**config.mk**
```make
export PLATFORM = sky130hd
export DESIGN_NAME = pipe_hazard_unit
export DESIGN_NICKNAME = d
export VERILOG_FILES = /design/src/rtl/pipe_hazard_unit.sv
export SDC_FILE = /design/constraint.sdc
export NUM_CORES = 1
export LEC_CHECK = 0
export CORE_MARGIN = 5
export CORE_UTILIZATION = 46
export DETAILED_ROUTE_END_ITERATION = 6
export GPL_TIMING_DRIVEN = 0
export PLACE_DENSITY_LB_ADDON = 0.3
export SYNTH_ARGS = -nofsm -noshare
export SYNTH_HDL_FRONTEND = slang
export SYNTH_SLANG_ARGS = --single-unit
```
**constraint.sdc**
```tcl
create_clock -name clk -period 3.9 [get_ports clk]
set_input_delay 0.975 -clock clk [delete_from_list [all_inputs] [get_ports clk]]
set_output_delay 0.975 -clock clk [all_outputs]
set_load 0.005 [all_outputs]
```
**src/rtl/pipe_hazard_unit.sv**
```systemverilog
// Hazard and forwarding controller for the 5-stage RV32I pipeline: tracks EX/MEM/WB register tags
// and drives forwarding selects, load-use stall, branch flush and data-memory wait stall.
// Optional performance counters are built only when HAZARD_PERF_EN is defined.
module pipe_hazard_unit #(
    parameter int REG_AW  = 5,
    parameter int MEM_LAT = 1,
    parameter int CNT_W   = 32
) (
    input  logic              clk,
    input  logic              rst,
    input  logic              id_valid,
    input  logic [REG_AW-1:0] id_rs1,
    input  logic [REG_AW-1:0] id_rs2,
    input  logic [REG_AW-1:0] id_rd,
    input  logic              id_uses_rs1,
    input  logic              id_uses_rs2,
    input  logic              id_reg_write,
    input  logic              id_mem_read,
    input  logic              ex_branch_taken,
    output logic [1:0]        fwd_a,
    output logic [1:0]        fwd_b,
    output logic              stall_f,
    output logic              stall_d,
    output logic              stall_e,
    output logic              stall_m,
    output logic              flush_d,
    output logic              flush_e,
    output logic [CNT_W-1:0]  perf_stall_cnt,
    output logic [CNT_W-1:0]  perf_flush_cnt
);

    localparam int WAIT_W = (MEM_LAT > 0) ? $clog2(MEM_LAT + 1) : 1;

    localparam logic [1:0] FWD_REG = 2'b00;
    localparam logic [1:0] FWD_MEM = 2'b01;
    localparam logic [1:0] FWD_WB  = 2'b10;

    logic              ex_valid;
    logic [REG_AW-1:0] ex_rd;
    logic              ex_reg_write;
    logic              ex_mem_read;
    logic [REG_AW-1:0] ex_rs1;
    logic [REG_AW-1:0] ex_rs2;
    logic              ex_uses_rs1;
    logic              ex_uses_rs2;

    logic              mem_valid;
    logic [REG_AW-1:0] mem_rd;
    logic              mem_reg_write;
    logic              mem_mem_read;

    logic              wb_valid;
    logic [REG_AW-1:0] wb_rd;
    logic              wb_reg_write;

    logic [WAIT_W-1:0] wait_cnt;

    logic mem_wait;
    logic load_use;
    logic branch;
    logic load_enters_mem;

    assign mem_wait = (wait_cnt != '0);
    assign branch   = ex_branch_taken & ~mem_wait;
    assign load_use = id_valid & ex_valid & ex_mem_read & (ex_rd != '0) &
                      ((id_uses_rs1 & (id_rs1 == ex_rd)) |
                       (id_uses_rs2 & (id_rs2 == ex_rd)));
    assign load_enters_mem = ~mem_wait & ex_valid & ex_mem_read;

    // A held memory wait outranks a branch, which stays asserted and is taken once the wait ends
    always_comb begin
        stall_f = 1'b0;
        stall_d = 1'b0;
        stall_e = 1'b0;
        stall_m = 1'b0;
        flush_d = 1'b0;
        flush_e = 1'b0;
        if (mem_wait) begin
            stall_f = 1'b1;
            stall_d = 1'b1;
            stall_e = 1'b1;
            stall_m = 1'b1;
        end else if (branch) begin
            flush_d = 1'b1;
            flush_e = 1'b1;
        end else if (load_use) begin
            stall_f = 1'b1;
            stall_d = 1'b1;
            flush_e = 1'b1;
        end
    end

    function automatic logic [1:0] fwd_sel(
        input logic              used,
        input logic [REG_AW-1:0] src,
        input logic              ex_v,
        input logic              m_v,
        input logic              m_rw,
        input logic              m_mr,
        input logic [REG_AW-1:0] m_rd,
        input logic              w_v,
        input logic              w_rw,
        input logic [REG_AW-1:0] w_rd
    );
        logic [1:0] sel;
        sel = FWD_REG;
        if (ex_v && used) begin
            if (m_v && m_rw && !m_mr && (m_rd != '0) && (m_rd == src)) begin
                sel = FWD_MEM;
            end else if (w_v && w_rw && (w_rd != '0) && (w_rd == src)) begin
                sel = FWD_WB;
            end
        end
        return sel;
    endfunction

    assign fwd_a = fwd_sel(ex_uses_rs1, ex_rs1, ex_valid,
                           mem_valid, mem_reg_write, mem_mem_read, mem_rd,
                           wb_valid, wb_reg_write, wb_rd);
    assign fwd_b = fwd_sel(ex_uses_rs2, ex_rs2, ex_valid,
                           mem_valid, mem_reg_write, mem_mem_read, mem_rd,
                           wb_valid, wb_reg_write, wb_rd);

    always_ff @(posedge clk or posedge rst) begin
        if (rst) begin
            ex_valid     <= 1'b0;
            ex_rd        <= '0;
            ex_reg_write <= 1'b0;
            ex_mem_read  <= 1'b0;
            ex_rs1       <= '0;
            ex_rs2       <= '0;
            ex_uses_rs1  <= 1'b0;
            ex_uses_rs2  <= 1'b0;
        end else if (!mem_wait) begin
            if (flush_e) begin
                ex_valid <= 1'b0;
            end else begin
                ex_valid     <= id_valid;
                ex_rd        <= id_rd;
                ex_reg_write <= id_reg_write;
                ex_mem_read  <= id_mem_read;
                ex_rs1       <= id_rs1;
                ex_rs2       <= id_rs2;
                ex_uses_rs1  <= id_uses_rs1;
                ex_uses_rs2  <= id_uses_rs2;
            end
        end
    end

    always_ff @(posedge clk or posedge rst) begin
        if (rst) begin
            mem_valid     <= 1'b0;
            mem_rd        <= '0;
            mem_reg_write <= 1'b0;
            mem_mem_read  <= 1'b0;
        end else if (!mem_wait) begin
            mem_valid     <= ex_valid;
            mem_rd        <= ex_rd;
            mem_reg_write <= ex_reg_write;
            mem_mem_read  <= ex_mem_read;
        end
    end

    // WB receives a bubble for every cycle the load is stuck in MEM
    always_ff @(posedge clk or posedge rst) begin
        if (rst) begin
            wb_valid     <= 1'b0;
            wb_rd        <= '0;
            wb_reg_write <= 1'b0;
        end else if (!mem_wait) begin
            wb_valid     <= mem_valid;
            wb_rd        <= mem_rd;
            wb_reg_write <= mem_reg_write;
        end else begin
            wb_valid <= 1'b0;
        end
    end

    always_ff @(posedge clk or posedge rst) begin
        if (rst) begin
            wait_cnt <= '0;
        end else if ((MEM_LAT > 0) && load_enters_mem) begin
            wait_cnt <= WAIT_W'(MEM_LAT);
        end else if (mem_wait) begin
            wait_cnt <= wait_cnt - WAIT_W'(1);
        end
    end

`ifdef HAZARD_PERF_EN
    logic [CNT_W-1:0] stall_cnt;
    logic [CNT_W-1:0] flush_cnt;

    // Saturating so a long run never wraps back to a misleadingly small count
    always_ff @(posedge clk or posedge rst) begin
        if (rst) begin
            stall_cnt <= '0;
            flush_cnt <= '0;
        end else begin
            if (stall_f && (stall_cnt != '1)) begin
                stall_cnt <= stall_cnt + CNT_W'(1);
            end
            if (flush_d && (flush_cnt != '1)) begin
                flush_cnt <= flush_cnt + CNT_W'(1);
            end
        end
    end

    assign perf_stall_cnt = stall_cnt;
    assign perf_flush_cnt = flush_cnt;
`else
    assign perf_stall_cnt = '0;
    assign perf_flush_cnt = '0;
`endif

endmodule

```
==> impl_results.md, run 1 <==
* Status: completed
* Minimum clock period at 3878 ps
* Reg area at 900.9 µm²
* Global-route wire length before repair at 7.838 mm
* Die Height at 80.42 µm
* H-tree depth at 2
* Crit end category: flip-flop
* Register area share after synthesis at 39.50%
* DR WL/cell at 13.05 µm
* Final WL at about 5.2 mm
* Mapped cell area at approximately 2300 µm²
* Inst Count DP at 374
* Routed vias/inst at approximately 4.2
* Share of layout cells above drive strength 1 at 39.34%
* Finished Layout Cells at 400
* Area grow syn2layout at 43.01%
* Layout fillers at 364
* Pwr/cell area at between 300 and 400 nW/µm²
* CTS tree: yes
* Final ANT Viol Nets at 0
* DR DRC count at 0
* Die Width at 80.42 µm
* Synthesized instance count at 212
* Worst endpoint required time at just over 4000 ps
* Placement Setup Slack at -350.5 ps
* Crit-path max FO at 5
* Post-DP HPWL at 3.726 mm
* Skew final at 6.664 ps
* Largest net degree at the start of global routing at 37
* GR Util All Layers at between 10% and 20%
* Mapped Avg Cell Area at 10.76 µm²
* Synth cell types at 29
* Max-cap violations at 0
* IO buf count at 32
* Final #Nets at between 300 and 400
* Max transition margin at 51.27%
* Worst hold slack at 509.5 ps
* Core Rows at 25
* Top-area cell type share of the netlist area at 39.50%
* Arrival time worst endpoint at about 4100 ps
* Setup crit start kind: primary input
* Io pins at 97
* # setup viols final at 0
* Vias post-DR at approximately 1700
* Antenna violations before repair at 0
* Inserted Diodes at 0
* GP Congestion at ~0.78
* Total die area at around 6500 µm²
* Slew @ Worst Pin at between 700 and 800 ps
* Static leakage at 1.705 nW
* Synth Flop Type: dfrtp_1
* Max Freq at around 0.26 GHz
* Minimum setup slack in the final design at 21.99 ps
* Pre-antenna DRT Iters at 4
* Peak supply drop at between 200 and 250 µV
* Initial core utilization at 47.97%
* Kind of critical path: in -> reg
* Initial drt markers at 44
* Endpoints failing hold at 0
* Root Driver: clkbuf_8
* Ys async rst share at 100.0%
* Multi-input gate area at between 1000 and 1500 µm²
* Vias in the first global route at 1644
* Area contributors post-synth: dfrtp_1 39%, buf_4 22%, mux2_2 13%, xor2_1 8.4%, xnor2_1 3.1%
* EDFF count, synth at 0
* GR Overflow Total at 0
* Core area at 4755 µm²
* Cell taking the most area after synthesis: dfrtp_1
* YS warnings at 0
* Slew Limit Fails at 0
* Hold Crit Class: reg -> reg
* CTS Buf Count at 5
* Clk_lat worst skew at just under 300 ps
* Tot Pwr at 0.001102 W
* Reg clk slew, reported paths at about 70 ps
* Yosys reg bits at 36
* Fin crit share at between 90 and 100%
* Clk sinks at 36
* Max Buffers Root-to-Sink at 2
flip-flops by register name (all words and copies together) (netlist names):
signal and cells:
ex_mem_read 1, ex_rd 5, ex_reg_write 1, ex_rs1 5
ex_rs2 5, ex_uses_rs1 1, ex_uses_rs2 1, ex_valid 1
mem_mem_read 1, mem_rd 5, mem_reg_write 1, mem_valid 1
mem_wait 1, wb_rd 5, wb_reg_write 1, wb_valid 1
cell usage after synthesis, types with 3 or more instances:
| master | number |
|---|---|
| nand3_1 | 3 |
| buf_4 | 66 |
| nor2_1 | 4 |
| mux2_2 | 27 |
| dfrtp_1 | 36 |
| nor3_1 | 4 |
| or4_1 | 3 |
| nand2_1 | 6 |
| a32o_1 | 6 |
| xnor2_1 | 8 |
| xor2_1 | 22 |
| nor4_1 | 6 |
final cells by class:
type | instances | area share, %
clock inverters | 3 | 1.304
multi-input cells | 167 | 34.64
plain buffers | 69 | 15.88
well taps | 67 | 2.570
repair buffers | 51 | 15.65
clock buffers | 5 | 2.110
flip-flops and latches | 36 | 27.62
inverters | 2 | 0.2301
timing repair:
action,CTS,global route
hold buffers,0,0
pin swaps,6,7
endpoints found under the setup margin,3,15
cloned,1,0
setup buffers,20,0
gates resized for setup,9,17
power breakdown:
part           total (W)  switching, W  internal (W)
combinational   0.000277      0.000107      0.000170
sequential      0.000494     0.0000681      0.000426
clock           0.000331      0.000142      0.000189
total            0.00110      0.000318      0.000785
layout by cell type (no fill, tap or decap), types with 2 or more instances in the layout:
cell type | Yosys | layout
dlygate4sd2_1 | 0 | 4
clkbuf_8 | 0 | 5
buf_4 | 66 | 82
xor2_1 | 22 | 22
xnor2_1 | 8 | 8
nor4_2 | 0 | 2
nor3_2 | 0 | 2
o21ai_0 | 2 | 2
or4_1 | 3 | 3
nand3_1 | 3 | 3
clkdlybuf4s50_1 | 0 | 18
buf_6 | 1 | 2
nand2_1 | 6 | 5
nor2_1 | 4 | 4
nor4_1 | 6 | 4
dlymetal6s2s_1 | 0 | 10
mux2_2 | 27 | 27
nand4_1 | 2 | 2
nor3_1 | 4 | 2
and3_1 | 2 | 2
dfrtp_1 | 36 | 36
a32o_1 | 6 | 6
conb_1 | 1 | 64
metal layers:
| layer | vias up | global-route usage, % | part of all wire, % |
|---|---|---|---|
| met5 | - | 0 | 0 |
| met4 | 0 | 4.730 | 1.4 |
| met2 | 79 | 27.90 | 52 |
| met1 | 766 | 18.48 | 37 |
| met3 | 6 | 4.709 | 10 |
| li1 | 829 | - | - |
cell families after synthesis:
family                 Yosys count  share of synthesized area (%)
AND/OR/NAND/NOR                 33                          7.735
buffers and inverters           72                          23.09
AO/OA/AOI/OAI                   13                          4.663
multiplexers                    27                          13.33
other                            1                         0.1644
flip-flops                      36                          39.50
XOR/XNOR                        30                          11.52
path summary, 6_finish.rpt:
path / start / endpoint / slack (ps) / cells after the start
min: ex_reg_write$_DFFE_PP0P_ / mem_reg_write$_DFFE_PP0N_ / 510 / 1
max: id_uses_rs1 / ex_reg_write$_DFFE_PP0P_ / 20 / 19
min reg2reg: ex_reg_write$_DFFE_PP0P_ / mem_reg_write$_DFFE_PP0N_ / 510 / 1
min in group asynchronous: rst / ex_mem_read$_DFFE_PP0P_ / 1120 / 2
max reg2reg: ex_rd[0]$_DFFE_PP0P_ / ex_reg_write$_DFFE_PP0P_ / 500 / 18
max in group asynchronous: rst / wb_rd[0]$_DFFE_PP0N_ / 2310 / 2
worst max-delay path, cell delays in order:
cell and delay [ps]:
clkdlybuf4s50_1 490, nand2_2 70, nor4_2 250, a22oi_2 130, buf_4 150, buf_4 120, buf_4 120, buf_4 130
buf_4 120, buf_4 120, buf_4 120, buf_4 120, buf_4 120, buf_4 120, buf_4 140, o21ai_4 170
buf_6 140, buf_16 110, mux2_2 320
stage by stage:
step / instance area [µm²] / TNS [ps] / utilization (%)
after floorplan: 2517 / 0 / -
after global placement: 2922 / -888.0 / 61.45
after detailed placement: 2922 / -831.5 / 61.45
after CTS: 3219 / -1059 / 67.71
after global routing: 3262 / -221.4 / 68.61
final: 3262 / 0 / 68.61
No activity file was read; power rests on OpenSTA's default activity.
==> inputs of run 2 (changes only) <==
--- a/config.mk
+++ b/config.mk
@@ -10,6 +10,7 @@
 export DETAILED_ROUTE_END_ITERATION = 6
 export GPL_TIMING_DRIVEN = 0
 export PLACE_DENSITY_LB_ADDON = 0.3
+export SETUP_SLACK_MARGIN = 0.1
 export SYNTH_ARGS = -nofsm -noshare
 export SYNTH_HDL_FRONTEND = slang
 export SYNTH_SLANG_ARGS = --single-unit
==> impl_results.md, run 2 (synthesized netlist as in run 1, its figures left out) <==
* DR DRC count at 0 (unchanged)
* Min-delay src: ex_reg_write$_DFFE_PP0P_ (unchanged)
* Io pins at 97 (unchanged)
* Hold Path Cell Cnt at 1 (unchanged)
* Slowest cell on the critical path: mux2_4 (was clkdlybuf4s50_1)
* CP bufs+invs at 14 (unchanged)
* Most frequent cells in the layout: 81 x buf_4, 64 x conb_1, 36 x dfrtp_1 (was 82 x buf_4, 64 x conb_1, 36 x dfrtp_1)
* GP Congestion at 0.7786 (unchanged)
* Top Family by Delay on Critical Path: buffers and inverters (unchanged)
* IO buf count at 32 (unchanged)
* Max-cap violations at 0 (unchanged)
* Root Driver: clkbuf_8 (unchanged)
* Die Width at 80.42 µm (unchanged)
* Final #Nets at 353 (was 355)
* Skew final at 10.44 ps (was 6.664 ps)
* FF-to-FF Start: ex_valid$_DFFE_PP0N_ (was ex_rd[0]$_DFFE_PP0P_)
* Hold endpoint: ex_reg_write$_DFFE_PP0P_ (was mem_reg_write$_DFFE_PP0N_)
* Largest net degree at the start of global routing at 37 (unchanged)
* Clk sinks at 36 (unchanged)
* Peak supply drop at 252.7 µV (was 249.7 µV)
* GR Util All Layers at 15.24% (was 15.85%)
* Commonest non-fill, non-tap cell in the layout: buf_4 (unchanged)
* Core area at 4755 µm² (unchanged)
* Share of layout cells above drive strength 1 at 41.69% (was 39.34%)
* Max Buffers Root-to-Sink at 2 (unchanged)
* Register-to-Register Setup Slack at 380 ps (was 500 ps)
* Minimum clock period at 3816 ps (was 3878 ps)
* Placement Setup Slack at -350.5 ps (unchanged)
* Total die area at 6467 µm² (unchanged)
* Worst r2r path cells at 18 (unchanged)
* Global-route wire length before repair at 7.521 mm (was 7.838 mm)
* Cells along the critical path: clkdlybuf4s15_1 -> xor2_1 -> nor4_2 -> a22oi_2 -> buf_4 -> buf_4 -> buf_4 -> buf_4 -> buf_4 -> buf_4 -> buf_4 -> buf_4 -> buf_4 -> buf_4 -> buf_4 -> buf_4 -> o21ai_4 -> clkbuf_16 -> mux2_4 (was clkdlybuf4s50_1 -> nand2_2 -> nor4_2 -> a22oi_2 -> buf_4 -> buf_4 -> buf_4 -> buf_4 -> buf_4 -> buf_4 -> buf_4 -> buf_4 -> buf_4 -> buf_4 -> buf_4 -> o21ai_4 -> buf_6 -> buf_16 -> mux2_2)
* Slew Limit Fails at 0 (unchanged)
* Status: completed (unchanged)
* Setup TNS at 0 ps (unchanged)
* Reg clk slew, reported paths at 70 ps (about the same)
* Endpoints failing hold at 0 (unchanged)
* Final WL at 5.334 mm (was 5.221 mm)
* Crit end category: flip-flop (unchanged)
* Inst Count DP at 374 (unchanged)
* Clk_lat worst skew at 300 ps (was 290 ps)
* CTS Buf Count at 5 (unchanged)
* Post-DP HPWL at 3.726 mm (unchanged)
* Max Freq at 0.2620 GHz (was 0.2579 GHz)
* Die Height at 80.42 µm (unchanged)
* Routed vias/inst at 4.168 (was 4.200)
* Pre-antenna DRT Iters at 4 (unchanged)
* Minimum setup slack in the final design at 83.52 ps (was 21.99 ps)
* Fin crit share at 97.86% (was 99.44%)
* Vias in the first global route at 1567 (was 1644)
* Vias post-DR at 1659 (was 1680)
* DR WL/cell at 13.40 µm (was 13.05 µm)
* Initial core utilization at 47.97% (unchanged)
* Worst endpoint required time at 4080 ps (about the same)
* RSZ-0062 raised after global routing: no
* Arrival time worst endpoint at 3990 ps (was 4060 ps)
* Finished Layout Cells at 398 (was 400)
* H-tree depth at 2 (unchanged)
* Core Rows at 25 (unchanged)
* Worst r2r dst: ex_rs1[0]$_DFFE_PP0P_ (was ex_reg_write$_DFFE_PP0P_)
* Antenna violations before repair at 0 (unchanged)
* Final core occ at 68.37% (was 68.61%)
* # setup viols final at 0 (unchanged)
* Final ANT Viol Nets at 0 (unchanged)
* Area grow syn2layout at 42.51% (was 43.01%)
* GR Overflow Total at 0 (unchanged)
* Kind of critical path: in -> reg (unchanged)
* Worst hold slack at 515.4 ps (was 509.5 ps)
* Most numerous cell on the critical path: buf_4 (unchanged)
* Pwr/cell area at 341.6 nW/µm² (was 337.9 nW/µm²)
* CTS tree: yes (unchanged)
* Crit-path max FO at 5 (unchanged)
* Hold Crit Class: reg -> reg (unchanged)
* Slew @ Worst Pin at 739.5 ps (was 729.9 ps)
* Initial drt markers at 58 (was 44)
* CP max stage delay at 290 ps (was 490 ps)
* Inserted Diodes at 0 (unchanged)
* Setup crit start kind: primary input (unchanged)
* Static leakage at 1.657 nW (was 1.705 nW)
* Max transition margin at 50.63% (was 51.27%)
-- run 2: per-stage QoR --
| step | power [W] | area, µm² |
|---|---|---|
| global placement | 0.0007473 | 2922 |
| finish | 0.001110 | 3251 |
| detailed placement | 0.0007528 | 2922 |
| floorplan | 0.0006771 | 2517 |
| CTS | 0.001079 | 3144 |
| global route | 0.001167 | 3251 |
-- run 2: what timing repair did --
item                                    CTS  global route
hold buffers                              0             0
gates resized for setup                  22            38
buffers inserted                         13             3
endpoints found under the setup margin    3            13
pin swaps                                 7             6
gates cloned                              0             1
-- run 2: report_power, final --
group	switching, W	internal, W
sequential	0.0000703	0.000426
combinational	0.000111	0.000172
clock	0.000142	0.000189
total	0.000323	0.000787
-- run 2: worst max-delay path by stage --
| stage | depth (start not counted) | slack, ps | from | endpoint |
|---|---|---|---|---|
| 6_report | 19 | 80 | id_rs1[2] | ex_rs1[0]$_DFFE_PP0P_ |
| 5_1_grt | 19 | 70 | id_rs1[1] | ex_rs2[3]$_DFFE_PP0P_ |
| 4_1_cts | 20 | 40 | id_rs2[2] | ex_rs1[0]$_DFFE_PP0P_ |
| 3_5_place_dp | 9 | -350 | id_rs2[0] | stall_f |
| 3_3_place_gp | 9 | -370 | id_rs2[0] | stall_f |
| 2_1_floorplan | 7 | 710 | id_rs2[2] | stall_f |
-- run 2: area by class of cell --
class	instances	area, µm²
Buffer	70	529.3
Clock buffer	5	68.82
Clock inverter	3	42.54
Fill cell	367	1504
Inverter	2	7.507
Multi-Input combinational cell	167	1200
Sequential cell	36	900.9
Tap cell	67	83.83
Timing Repair Buffer	48	417.9
-- run 2: layer usage --
layer | track usage (%) | up-vias | routed length (µm)
met4 | 3.547 | 0 | 50
li1 | - | 822 | -
met5 | 0 | - | 0
met2 | 26.90 | 83 | 2743
met1 | 17.98 | 750 | 2011
met3 | 4.709 | 4 | 529
==> inputs of run 3 (changes only) <==
--- a/config.mk
+++ b/config.mk
@@ -6,7 +6,9 @@
 export NUM_CORES = 1
 export LEC_CHECK = 0
 export CORE_MARGIN = 5
-export CORE_UTILIZATION = 46
+export CORE_UTILIZATION = 47
+export CTS_BUF_LIST = sky130_fd_sc_hd__clkbuf_2 sky130_fd_sc_hd__clkbuf_4 sky130_fd_sc_hd__clkbuf_8
+export CTS_CLUSTER_SIZE = 8
 export DETAILED_ROUTE_END_ITERATION = 6
 export GPL_TIMING_DRIVEN = 0
 export PLACE_DENSITY_LB_ADDON = 0.3
==> impl_results.md, run 3 (synthesized netlist as in run 1, its figures left out) <==
* Max-cap violations at 0 (unchanged)
* Max Buffers Root-to-Sink at 2 (unchanged)
* Worst hold slack at 511.1 ps (was 515.4 ps)
* H-tree depth at 2 (unchanged)
* # hold bufs at CTS at 0 (unchanged)
* Inserted Diodes at 0 (unchanged)
* Vias post-DR at 1601 (was 1659)
* Io pins at 97 (unchanged)
* Slew Limit Fails at 0 (unchanged)
* CTS tree: yes (unchanged)
* Final #Nets at 339 (was 353)
* FF-to-FF Start: ex_rd[2]$_DFFE_PP0P_ (was ex_valid$_DFFE_PP0N_)
* Worst endpoint required time at 2920 ps (was 4080 ps)
* Clk_lat worst skew at 290 ps (was 300 ps)
* M1 GR Usage at 16.94% (was 17.98%)
* Crit-path max FO at 9 (was 5)
* Switching Fraction at 29.43% (was 29.13%)
* Layout fillers at 389 (was 367)
* Reg area at 900.9 µm² (unchanged)
* Status: completed (unchanged)
* Hold Crit Class: reg -> reg (unchanged)
* Max transition margin at 51.68% (was 50.63%)
* Most frequent cells in the layout: 68 x buf_4, 64 x conb_1, 36 x dfrtp_1 (was 81 x buf_4, 64 x conb_1, 36 x dfrtp_1)
* Post-route cell area at 3100 µm² (was 3251 µm²)
* DR DRC count at 0 (unchanged)
* Crit path to: stall_f (was ex_rs1[0]$_DFFE_PP0P_)
* Initial core utilization at 48.29% (was 47.97%)
* Clk network pwr share at 26.7% (was 29.8%)
* Met2 Use GR at 25.88% (was 26.90%)
* Area grow syn2layout at 35.93% (was 42.51%)
* Worst r2r dst: ex_rs2[3]$_DFFE_PP0P_ (was ex_rs1[0]$_DFFE_PP0P_)
* CTS Buf Count at 5 (unchanged)
* Logic pwr share at 25.2% (was 25.5%)
* GR Overflow Total at 0 (unchanged)
* Final WL at 4.658 mm (was 5.334 mm)
* Core Rows at 25 (unchanged)
* Reg power frac at 48.1% (was 44.7%)
* Max Freq at 0.2715 GHz (was 0.2620 GHz)
* Setup crit start kind: primary input (unchanged)
* Static leakage at 1.637 nW (was 1.657 nW)
* Peak supply drop at 250.4 µV (was 252.7 µV)
* Root Driver: clkbuf_8 (unchanged)
* Pre-antenna DRT Iters at 4 (unchanged)
* Multi-input gate area at 1129 µm² (was 1200 µm²)
* Crit end category: output port (was flip-flop)
* Final ANT Viol Nets at 0 (unchanged)
* DR WL/cell at 12.13 µm (was 13.40 µm)
* Dpl cell area at 2922 µm² (unchanged)
* Arrival time worst endpoint at 2710 ps (was 3990 ps)
* Kind of critical path: in -> out (was in -> reg)
* Endpoints failing hold at 0 (unchanged)
* Register-to-Register Setup Slack at 1650 ps (was 380 ps)
* Skew final at 5.952 ps (was 10.44 ps)
* Antenna violations before repair at 0 (unchanged)
* Reg clk slew, reported paths at 70 ps (about the same)
* Commonest non-fill, non-tap cell in the layout: buf_4 (unchanged)
* Routing usage on met3 at 4.966% (was 4.709%)
* Worst r2r path cells at 8 (was 18)
* Int Pwr at 0.0007247 W (was 0.0007869 W)
* Post-DP HPWL at 3.699 mm (was 3.726 mm)
* Global-route wire length before repair at 7.265 mm (was 7.521 mm)
* Clk sinks at 36 (unchanged)
* Initial drt markers at 22 (was 58)
* Routed vias/inst at 4.169 (was 4.168)
* GP Congestion at 0.7763 (was 0.7786)
* Core area at 4723 µm² (was 4755 µm²)
* GR Util All Layers at 14.94% (was 15.24%)
* IO buf count at 32 (unchanged)
* RSZ-0062 raised after global routing: no (unchanged)
* Slew @ Worst Pin at 723.7 ps (was 739.5 ps)
* Fin crit share at 94.43% (was 97.86%)
* Die Width at 79.67 µm (was 80.42 µm)
* Vias in the first global route at 1575 (was 1567)
* Setup crit start: id_rs2[4] (was id_rs1[2])
* Die Height at 79.67 µm (was 80.42 µm)
* Largest net degree at the start of global routing at 37 (unchanged)
* Gr busiest metal: met2 (unchanged)
* Share of layout cells above drive strength 1 at 35.96% (was 41.69%)
* Pwr/cell area at 331.2 nW/µm² (was 341.6 nW/µm²)
* Total die area at 6347 µm² (was 6467 µm²)
* Sw power at 0.0003022 W (was 0.0003234 W)
* # setup viols final at 0 (unchanged)
* Minimum clock period at 3683 ps (was 3816 ps)
## run 3: layout make-up
type	count	area share, %
Multi-Input combinational cell	167	36.40
Sequential cell	36	29.06
Buffer	70	16.95
Timing Repair Buffer	34	11.66
Tap cell	67	2.704
Clock buffer	6	2.663
Clock inverter	2	0.3228
Inverter	2	0.2421
## run 3: power by group through the flow
stage                     Combinational (W)  Clock, W  Sequential (W)
after global routing               0.000286  0.000296        0.000502
after CTS                          0.000253  0.000277        0.000493
after global placement             0.000249         0        0.000498
after detailed placement           0.000252         0        0.000501
after floorplan                    0.000198         0        0.000479
final                              0.000259  0.000274        0.000494
## run 3: how the worst min path moves through the flow
| stage | from | end | slack (ps) | cells past startpoint |
|---|---|---|---|---|
| CTS | ex_reg_write$_DFFE_PP0P_ | ex_reg_write$_DFFE_PP0P_ | 520 | 1 |
| global route | wb_reg_write$_DFFE_PP0N_ | wb_reg_write$_DFFE_PP0N_ | 540 | 1 |
| detailed placement | ex_reg_write$_DFFE_PP0P_ | ex_reg_write$_DFFE_PP0P_ | 500 | 1 |
| floorplan | ex_reg_write$_DFFE_PP0P_ | mem_reg_write$_DFFE_PP0N_ | 470 | 1 |
| global placement | ex_reg_write$_DFFE_PP0P_ | mem_reg_write$_DFFE_PP0N_ | 490 | 1 |
| finish | ex_reg_write$_DFFE_PP0P_ | ex_reg_write$_DFFE_PP0P_ | 510 | 1 |
## run 3: stage by stage
stage	power [W]	std cells	utilization (%)	setup WS (ps)	setup TNS [ps]
6_report	0.001027	384	65.64	217.3	0
5_1_grt	0.001083	384	65.64	133.0	0
4_1_cts	0.001023	383	64.26	3.913	0
3_5_place_dp	0.0007526	374	61.85	-437.1	-1044
3_3_place_gp	0.0007469	374	61.85	-385.8	-935.2
2_1_floorplan	0.0006771	275	-	705.8	0
## run 3: metal layers
layer | vias to the layer above | wire length (µm) | part of all wire, %
met1 | 720 | 1769 | 38
met2 | 75 | 2282 | 49
li1 | 799 | - | -
met4 | 0 | 65 | 1.4
met5 | - | 0 | 0
met3 | 7 | 539 | 12
## run 3: worst max-delay path: stages
cell             delay (ps)
clkdlybuf4s50_1         460
xor2_1                  170
nor3_2                  130
a22oi_2                 110
or2_1                   250
buf_6                   150
o21bai_4                130
buf_4                   110
dlygate4sd2_1           230
## run 3: what timing repair did
item	4_1_cts	5_1_grt
hold endpoints to repair	0	0
gates resized for setup	6	17
setup endpoints to repair	3	3
setup buffers	1	1
pin swaps	4	7
